<file path="config.mk">
export PLATFORM = sky130hd
export DESIGN_NAME = serial_read_buffer
export DESIGN_NICKNAME = d
export VERILOG_FILES = /design/src/rtl/serial_read_buffer.sv
export SDC_FILE = /design/constraint.sdc
export NUM_CORES = 1
export LEC_CHECK = 0
export CAP_MARGIN = 40
export CORE_MARGIN = 4
export CORE_UTILIZATION = 53
export DETAILED_ROUTE_END_ITERATION = 10
export PLACE_DENSITY = 0.77
export SYNTH_ARGS = -nofsm -noshare
export SYNTH_HDL_FRONTEND = slang
export SYNTH_SLANG_ARGS = --single-unit
</file>
<file path="constraint.sdc">
create_clock -name sys_clk -period 2.1 [get_ports sys_clk]
set_input_delay 0.63 -clock sys_clk [delete_from_list [all_inputs] [get_ports sys_clk]]
set_output_delay 0.63 -clock sys_clk [all_outputs]
set_load 0.05 [all_outputs]
</file>
<file path="src/rtl/serial_read_buffer.sv">
// Serial read buffer: shifts BUF_SIZE bits in MSB first on read_sig strobes and presents the word with a valid pulse.
// Optional input synchronizer enabled by defining SERIAL_READ_SYNC_EN.
module serial_read_buffer #(
  parameter int BUF_SIZE = 8
) (
  input  logic                sys_clk,
  input  logic                rst,
  input  logic                start,
  input  logic                read_sig,
  input  logic                abort,
  input  logic                data_in,
  output logic [BUF_SIZE-1:0] data_out,
  output logic                valid,
  output logic                busy
);

  localparam int CW = $clog2(BUF_SIZE + 1);
  localparam logic [CW-1:0] CTR_FULL = CW'(BUF_SIZE);

  typedef enum logic [1:0] {
    ST_RESET = 2'd0,
    ST_IDLE  = 2'd1,
    ST_READ  = 2'd2,
    ST_DONE  = 2'd3
  } state_t;

  state_t              state_r, state_s;
  logic [BUF_SIZE-1:0] read_buf_r, read_buf_s;
  logic [CW-1:0]       buf_ctr_r, buf_ctr_s;
  logic [BUF_SIZE-1:0] data_out_r, data_out_s;
  logic                valid_r, valid_s;
  logic                busy_r, busy_s;
  logic                sample_s;
  logic [BUF_SIZE-1:0] shifted_s;

`ifdef SERIAL_READ_SYNC_EN
  logic sync1_r, sync2_r;

  // Two-stage synchronizer on the serial line
  always_ff @(posedge sys_clk) begin
    if (rst) begin
      sync1_r <= 1'b0;
      sync2_r <= 1'b0;
    end else begin
      sync1_r <= data_in;
      sync2_r <= sync1_r;
    end
  end

  assign sample_s = sync2_r;
`else
  assign sample_s = data_in;
`endif

  generate
    if (BUF_SIZE == 1) begin : g_shift_one
      assign shifted_s = sample_s;
    end else begin : g_shift_wide
      assign shifted_s = {read_buf_r[BUF_SIZE-2:0], sample_s};
    end
  endgenerate

  // State and datapath registers; reset parks the block in RESET with busy held high
  always_ff @(posedge sys_clk) begin
    if (rst) begin
      state_r    <= ST_RESET;
      read_buf_r <= {BUF_SIZE{1'b0}};
      buf_ctr_r  <= {CW{1'b0}};
      data_out_r <= {BUF_SIZE{1'b0}};
      valid_r    <= 1'b0;
      busy_r     <= 1'b1;
    end else begin
      state_r    <= state_s;
      read_buf_r <= read_buf_s;
      buf_ctr_r  <= buf_ctr_s;
      data_out_r <= data_out_s;
      valid_r    <= valid_s;
      busy_r     <= busy_s;
    end
  end

  // Next-state and next-output logic
  always_comb begin
    state_s    = state_r;
    read_buf_s = read_buf_r;
    buf_ctr_s  = buf_ctr_r;
    data_out_s = data_out_r;
    valid_s    = 1'b0;
    busy_s     = busy_r;
    case (state_r)
      ST_RESET: begin
        read_buf_s = {BUF_SIZE{1'b0}};
        buf_ctr_s  = {CW{1'b0}};
        busy_s     = 1'b0;
        state_s    = ST_IDLE;
      end
      ST_IDLE: begin
        if (start) begin
          read_buf_s = {BUF_SIZE{1'b0}};
          buf_ctr_s  = {CW{1'b0}};
          busy_s     = 1'b1;
          state_s    = ST_READ;
        end else begin
          busy_s  = 1'b0;
          state_s = ST_IDLE;
        end
      end
      ST_READ: begin
        // Abort outranks completion, which outranks a strobe in the same cycle
        if (abort) begin
          state_s = ST_DONE;
        end else if (buf_ctr_r == CTR_FULL) begin
          data_out_s = read_buf_r;
          valid_s    = 1'b1;
          state_s    = ST_DONE;
        end else if (read_sig) begin
          read_buf_s = shifted_s;
          buf_ctr_s  = buf_ctr_r + CW'(1);
          state_s    = ST_READ;
        end else begin
          state_s = ST_READ;
        end
      end
      ST_DONE: begin
        read_buf_s = {BUF_SIZE{1'b0}};
        buf_ctr_s  = {CW{1'b0}};
        busy_s     = 1'b0;
        state_s    = ST_IDLE;
      end
      default: begin
        read_buf_s = {BUF_SIZE{1'b0}};
        buf_ctr_s  = {CW{1'b0}};
        busy_s     = 1'b1;
        state_s    = ST_RESET;
      end
    endcase
  end

  assign data_out = data_out_r;
  assign valid    = valid_r;
  assign busy     = busy_r;

endmodule
</file>
* Yosys cells after proc, flatten, opt, wreduce, memory -nomap -nowiden
Cells that the tools add are included.
** Word-level totals
- Logic and storage cells :: 40
- Output and inout port bits :: 10
- Bits of input ports :: 6
- Flip-flop bits (word level) :: 24
** Cells by class
- Reduce and logical (&&, ||, !) cells :: 6
- Add/sub/neg operators :: 1
- Bitwise operators :: 2
- Equality and inequality tests :: 8
- Mux-type cells :: 17
** Operators with widths (count)
- 8-bit two-way mux :: 4
- 8-bit one-hot mux with 3 select lines :: 1
- 4-bit two-way mux :: 4
- 4-bit one-hot mux with 3 select lines :: 1
- 2-bit inequality test (second input constant) :: 4
- 2-bit one-hot mux with 3 select lines :: 1
- 4-bit by 1-bit adder with 4-bit output (second input constant) :: 1
- 2-bit == test (second input constant) :: 2
- 4-bit == test (second input constant) :: 1
- 1-bit two-way mux :: 4
- 4-bit AND reduction :: 1
- 3-bit AND reduction :: 1
- 3-bit OR reduction :: 1
- 2-bit by 1-bit == test with 1-bit output (second input constant) :: 1
- 2-bit zero test :: 1
- 2-bit two-way mux :: 1
- 1-bit inverter :: 2
- 1-bit one-hot mux with 2 select lines :: 1
- 2-bit nonzero test :: 1
- 2-bit OR reduction :: 1

* Logic depth before layout (Yosys ltp)
Gate-level depths: netlist of the first run.
- Depth in word-level cells :: 5
- Gate-level depth with buffers :: 6
- Gate-level depth less buffers :: 5

* Worst setup path after synthesis of the first run
Ideal clock, no wire load.
- Path type :: reg-to-reg
- Start point :: register buf_ctr_r[0]
- End point :: register buf_ctr_r[0]
- Required time :: 1.977 ns
- Path slack :: 0.428 ns
- Period minus slack after synthesis :: 1.672 ns
- Path buffers :: 1
- Arrival :: 1.550 ns
- Library setup time :: 0.123 ns
- Cell stages (with the launch flop) :: 7
- Path through :: dfxtp_1 inv_1 ha_1 and3b_1 or4b_4 buf_6 mux2i_1
** On the way
- Word-level cells in the longest chain between the ends :: 5
- Elaborated cells on any way between the ends :: 8
- Classes of those cells :: add/sub: 1; eq/ne: 2; mux: 4; reduce/logical: 1
** Ends and longest elaborated chain
- start: declaration :: line 29 : logic [CW-1:0] buf_ctr_r, buf_ctr_s;
- start signal: assignment :: line 68 : buf_ctr_r <= {CW{1'b0}};
- start signal: assignment :: line 75 : buf_ctr_r <= buf_ctr_s;
- 4-bit by 1-bit adder with 4-bit output :: line 118 : buf_ctr_s = buf_ctr_r + CW'(1);
- 4-bit two-way mux :: line 116 : end else if (read_sig) begin
- 4-bit two-way mux :: line 112 : end else if (buf_ctr_r == CTR_FULL) begin
- 4-bit two-way mux :: line 110 : if (abort) begin
- 4-bit one-hot mux with 3 select lines :: line 90 : case (state_r)
Parallel ways exist; a longest one is shown, timed or not. The select of a mux whose other input is x is not followed.
A chain may end at the register's enable or synchronous reset.

* Final worst setup path of the first run
- Start point :: register data_out_r[6], in the netlist data_out[6]
- End point :: output data_out[6]
** RTL lines
- start: declaration :: line 30 : logic [BUF_SIZE-1:0] data_out_r, data_out_s;
- start signal: assignment :: line 69 : data_out_r <= {BUF_SIZE{1'b0}};
- start signal: assignment :: line 76 : data_out_r <= data_out_s;
- end: declaration :: line 12 : output logic [BUF_SIZE-1:0] data_out,
No word-level cell between the ends.

==> results.py, run 1 <==
metrics = {
    "run_status": {
        "status": "finished, final reports clean",
    },
    "synthesis": {
        "synth_area_per_cell_um2": 9.68,
        "ys_types": 22,
        "synth-seq-cells": 24,
        "synth_nets": 135,
        "yosysWarnings": 0,
        "synth_area_leaders": "dfxtp_1, mux2i_1, ha_1",
        "synth_top_area_share_pct": 40.3,
        "yosysTopAreaCell": "dfxtp_1",
        "ys_seq_area_share_pct": 40.3,
        "syn-instance-count": 123,
        "synth_area_mm2": 0.00119,
    },
    "sta": {
        "hold_viol_final": 0,
        "worst_pin_slew_ps": 498,
        "period_minus_slack_ps": 1810,
        "fmax_ghz": 0.552,
        "slew_headroom_pct": 66.7,
        "setup_slack_ps": 288,
        "slew_violations": 0,
        "hold-worst-slack_ps": 471,
        "finalSetupViolations": 0,
        "rsz0062_at_grt": "false",
        "setup_tns_ps": 0,
        "fin_skew_ps": 4.70,
        "fin_crit_sh_pct": 86.3,
    },
    "worst_setup_path": {
        "required_ps": 1470,
        "cp_top_family": "buffers and inverters",
        "critPathMaxFanout": 2,
        "max_stage_delay_ps": 520,
        "worstSetupStartpointType": "flip-flop",
        "path_cells": "dlygate4sd2_1",
        "worstSetupEndpointType": "output port",
        "path_class": "reg -> out",
        "cp.arrival_ps": 1180,
        "timing.critical_path.buf_inv": 1,
        "crit_path_top_delay_cell": "dlygate4sd2_1",
    },
    "detailed_routing": {
        "viasPerCell": 5.35,
        "first_pass_iters": 4,
        "first_iter_violations": 14,
        "drc": 0,
        "vias": 915,
        "detail-route-antenna-nets": 0,
        "wl_um": 2250,
        "post_drt_wl_per_cell_um": 13.1,
    },
    "placement": {
        "dp_hpwl_um": 1610,
        "place_ws_ps": 8.55,
        "gp_congestion": 0.719,
        "place_area_mm2": 0.00140,
        "io_buffers": 15,
        "dp.cells": 167,
    },
    "final_layout": {
        "final_common_cell": "dfxtp_1",
        "layout.nets": 157,
        "utilization_pct": 71.1,
        "drive_above_1_share_pct": 17.4,
        "num_antenna_cells": 0,
        "syn2layout_area_growth_pct": 21.8,
        "stdcell_area_mm2": 0.00145,
        "final_cell_mix": "dfxtp_1, mux2i_1, buf_4",
        "final_cell_count_no_fill": 171,
    },
    "cts": {
        "post_cts_buffers": 0,
        "cts_tree": "done",
        "cts-root-buf": "clkbuf_4",
        "clockBufferDepth": 2,
        "path_clk_slew_ps": 140,
        "h-tree-depth": 1,
        "insertion_delay_ps": 320,
        "cts_buffers": 3,
        "cts.sinks": 24,
        "holdBufCountCts": 0,
    },
    "grt": {
        "grt_max_degree": 24,
        "track_usage_pct": 15.8,
        "met1_usage_pct": 19.1,
        "grt_pass1_wl_um": 3970,
        "grt_pass1_vias": 898,
        "gr-usage-met3_pct": 3.03,
        "grt_use_met2_pct": 27.2,
        "gr-total-overflow": 0,
        "busiest_layer": "met2",
        "antenna_found_initial": 0,
    },
    "pwr": {
        "power_frac_comb_pct": 13.8,
        "switchingPower_uw": 221,
        "fin_total_pwr_uw": 938,
        "p_clk_share_pct": 35.9,
        "ir_drop_mv": 0.608,
        "p_seq_share_pct": 50.3,
        "p_per_area_mw_per_mm2": 646,
        "internal_power_uw": 717,
        "p_leak_nw": 0.649,
        "netSwitchingFraction_pct": 23.6,
    },
    "floorplanning": {
        "dieHeight_um": 55.4,
        "die_w_um": 55.4,
        "rows": 16,
        "dieArea_mm2": 0.00307,
        "io-pin-count": 16,
        "core_area_mm2": 0.00204,
        "start_util_pct": 58.3,
    },
    "flow_run": {
        "max_cap_violations": 0,
    },
    "hold_path": {
        "hp-class": "reg -> reg",
    },
}
[cell usage after synthesis]
master and n:
a21oi_1 1, a221oi_1 1, and3b_1 1, buf_6 1
clkbuf_1 5, dfxtp_1 24, ha_1 6, inv_1 4
mux2_2 3, mux2i_1 18, nand2_1 10, nand2b_1 12
nand3_1 1, nand3b_1 3, nor2_1 3, nor2b_1 12
nor3b_2 1, nor4b_1 1, nor4bb_1 1, o21ai_0 9
o21bai_1 5, or4b_4 1
[per-layer routing]
| layer | vias up | part of all wire (%) |
|---|---|---|
| li1 | 460 | - |
| met1 | 432 | 46 |
| met4 | 0 | 1.5 |
| met5 | - | 0 |
| met2 | 18 | 49 |
| met3 | 5 | 3.5 |
[kinds of logic after synthesis]
kind of cell | share of synthesized area, %
AOI/OAI and AO/OA | 8.09
DFF | 40.3
muxes | 18.0
adders and majority gates | 6.30
and+or+nand+nor | 23.5
buffers and inverters | 3.78
[power by group through the flow]
stage / registers (mW) / clock network (mW) / logic [mW]
final: 0.472 / 0.337 / 0.130
after global routing: 0.474 / 0.367 / 0.142
after CTS: 0.472 / 0.346 / 0.130
after global placement: 0.482 / 0 / 0.127
after floorplan: 0.491 / 0 / 0.0741
after detailed placement: 0.482 / 0 / 0.130
[worst register-to-register path: cells and delay by family, from the launching register on]
family,cells,cell delay (ps)
fa+ha+maj,1,220
buf+inv,1,70
flops,1,400
mux,1,170
simple gates,2,860
[cell type report]
cell class / count / area (um2)
Timing Repair Buffer: 23 / 204
Multi-Input combinational cell: 89 / 666
Clock buffer: 3 / 22.5
Tap cell: 27 / 33.8
Clock inverter: 1 / 30.0
Fill cell: 175 / 591
Sequential cell: 24 / 480
Inverter: 4 / 15.0
[state kept, by name (all words and copies together) (netlist names)]
register / flops
valid: 1
state_r: 2
read_buf_r: 8
buf_ctr_r: 4
data_out: 8
busy: 1
[path summary, 6_finish.rpt]
path	startpoint	endpoint	slack [ps]	cells past startpoint
min	read_buf_r[3]	read_buf_r[4]	470	2
min reg2reg	read_buf_r[3]	read_buf_r[4]	470	2
max reg2reg	buf_ctr_r[0]	read_buf_r[3]	290	5
max	data_out[6]	data_out[6]	290	1
[timing repair]
action | in CTS | in global routing
hold endpoints to repair | 0 | 0
endpoints found under the setup margin | 1 | 1
gates resized for setup | 1 | 1
(Power assumes the default switching activity.)
==> run 2: changes to the inputs <==
--- a/config.mk
+++ b/config.mk
@@ -5,6 +5,7 @@
 export SDC_FILE = /design/constraint.sdc
 export NUM_CORES = 1
 export LEC_CHECK = 0
+export ABC_AREA = 0
 export CAP_MARGIN = 40
 export CORE_MARGIN = 4
 export CORE_UTILIZATION = 53
@@ -13,3 +14,4 @@
 export SYNTH_ARGS = -nofsm -noshare
 export SYNTH_HDL_FRONTEND = slang
 export SYNTH_SLANG_ARGS = --single-unit
+export TNS_END_PERCENT = 100
==> results of run 2 <==
Final layout, timing and power as in run 1 (identical DEF).
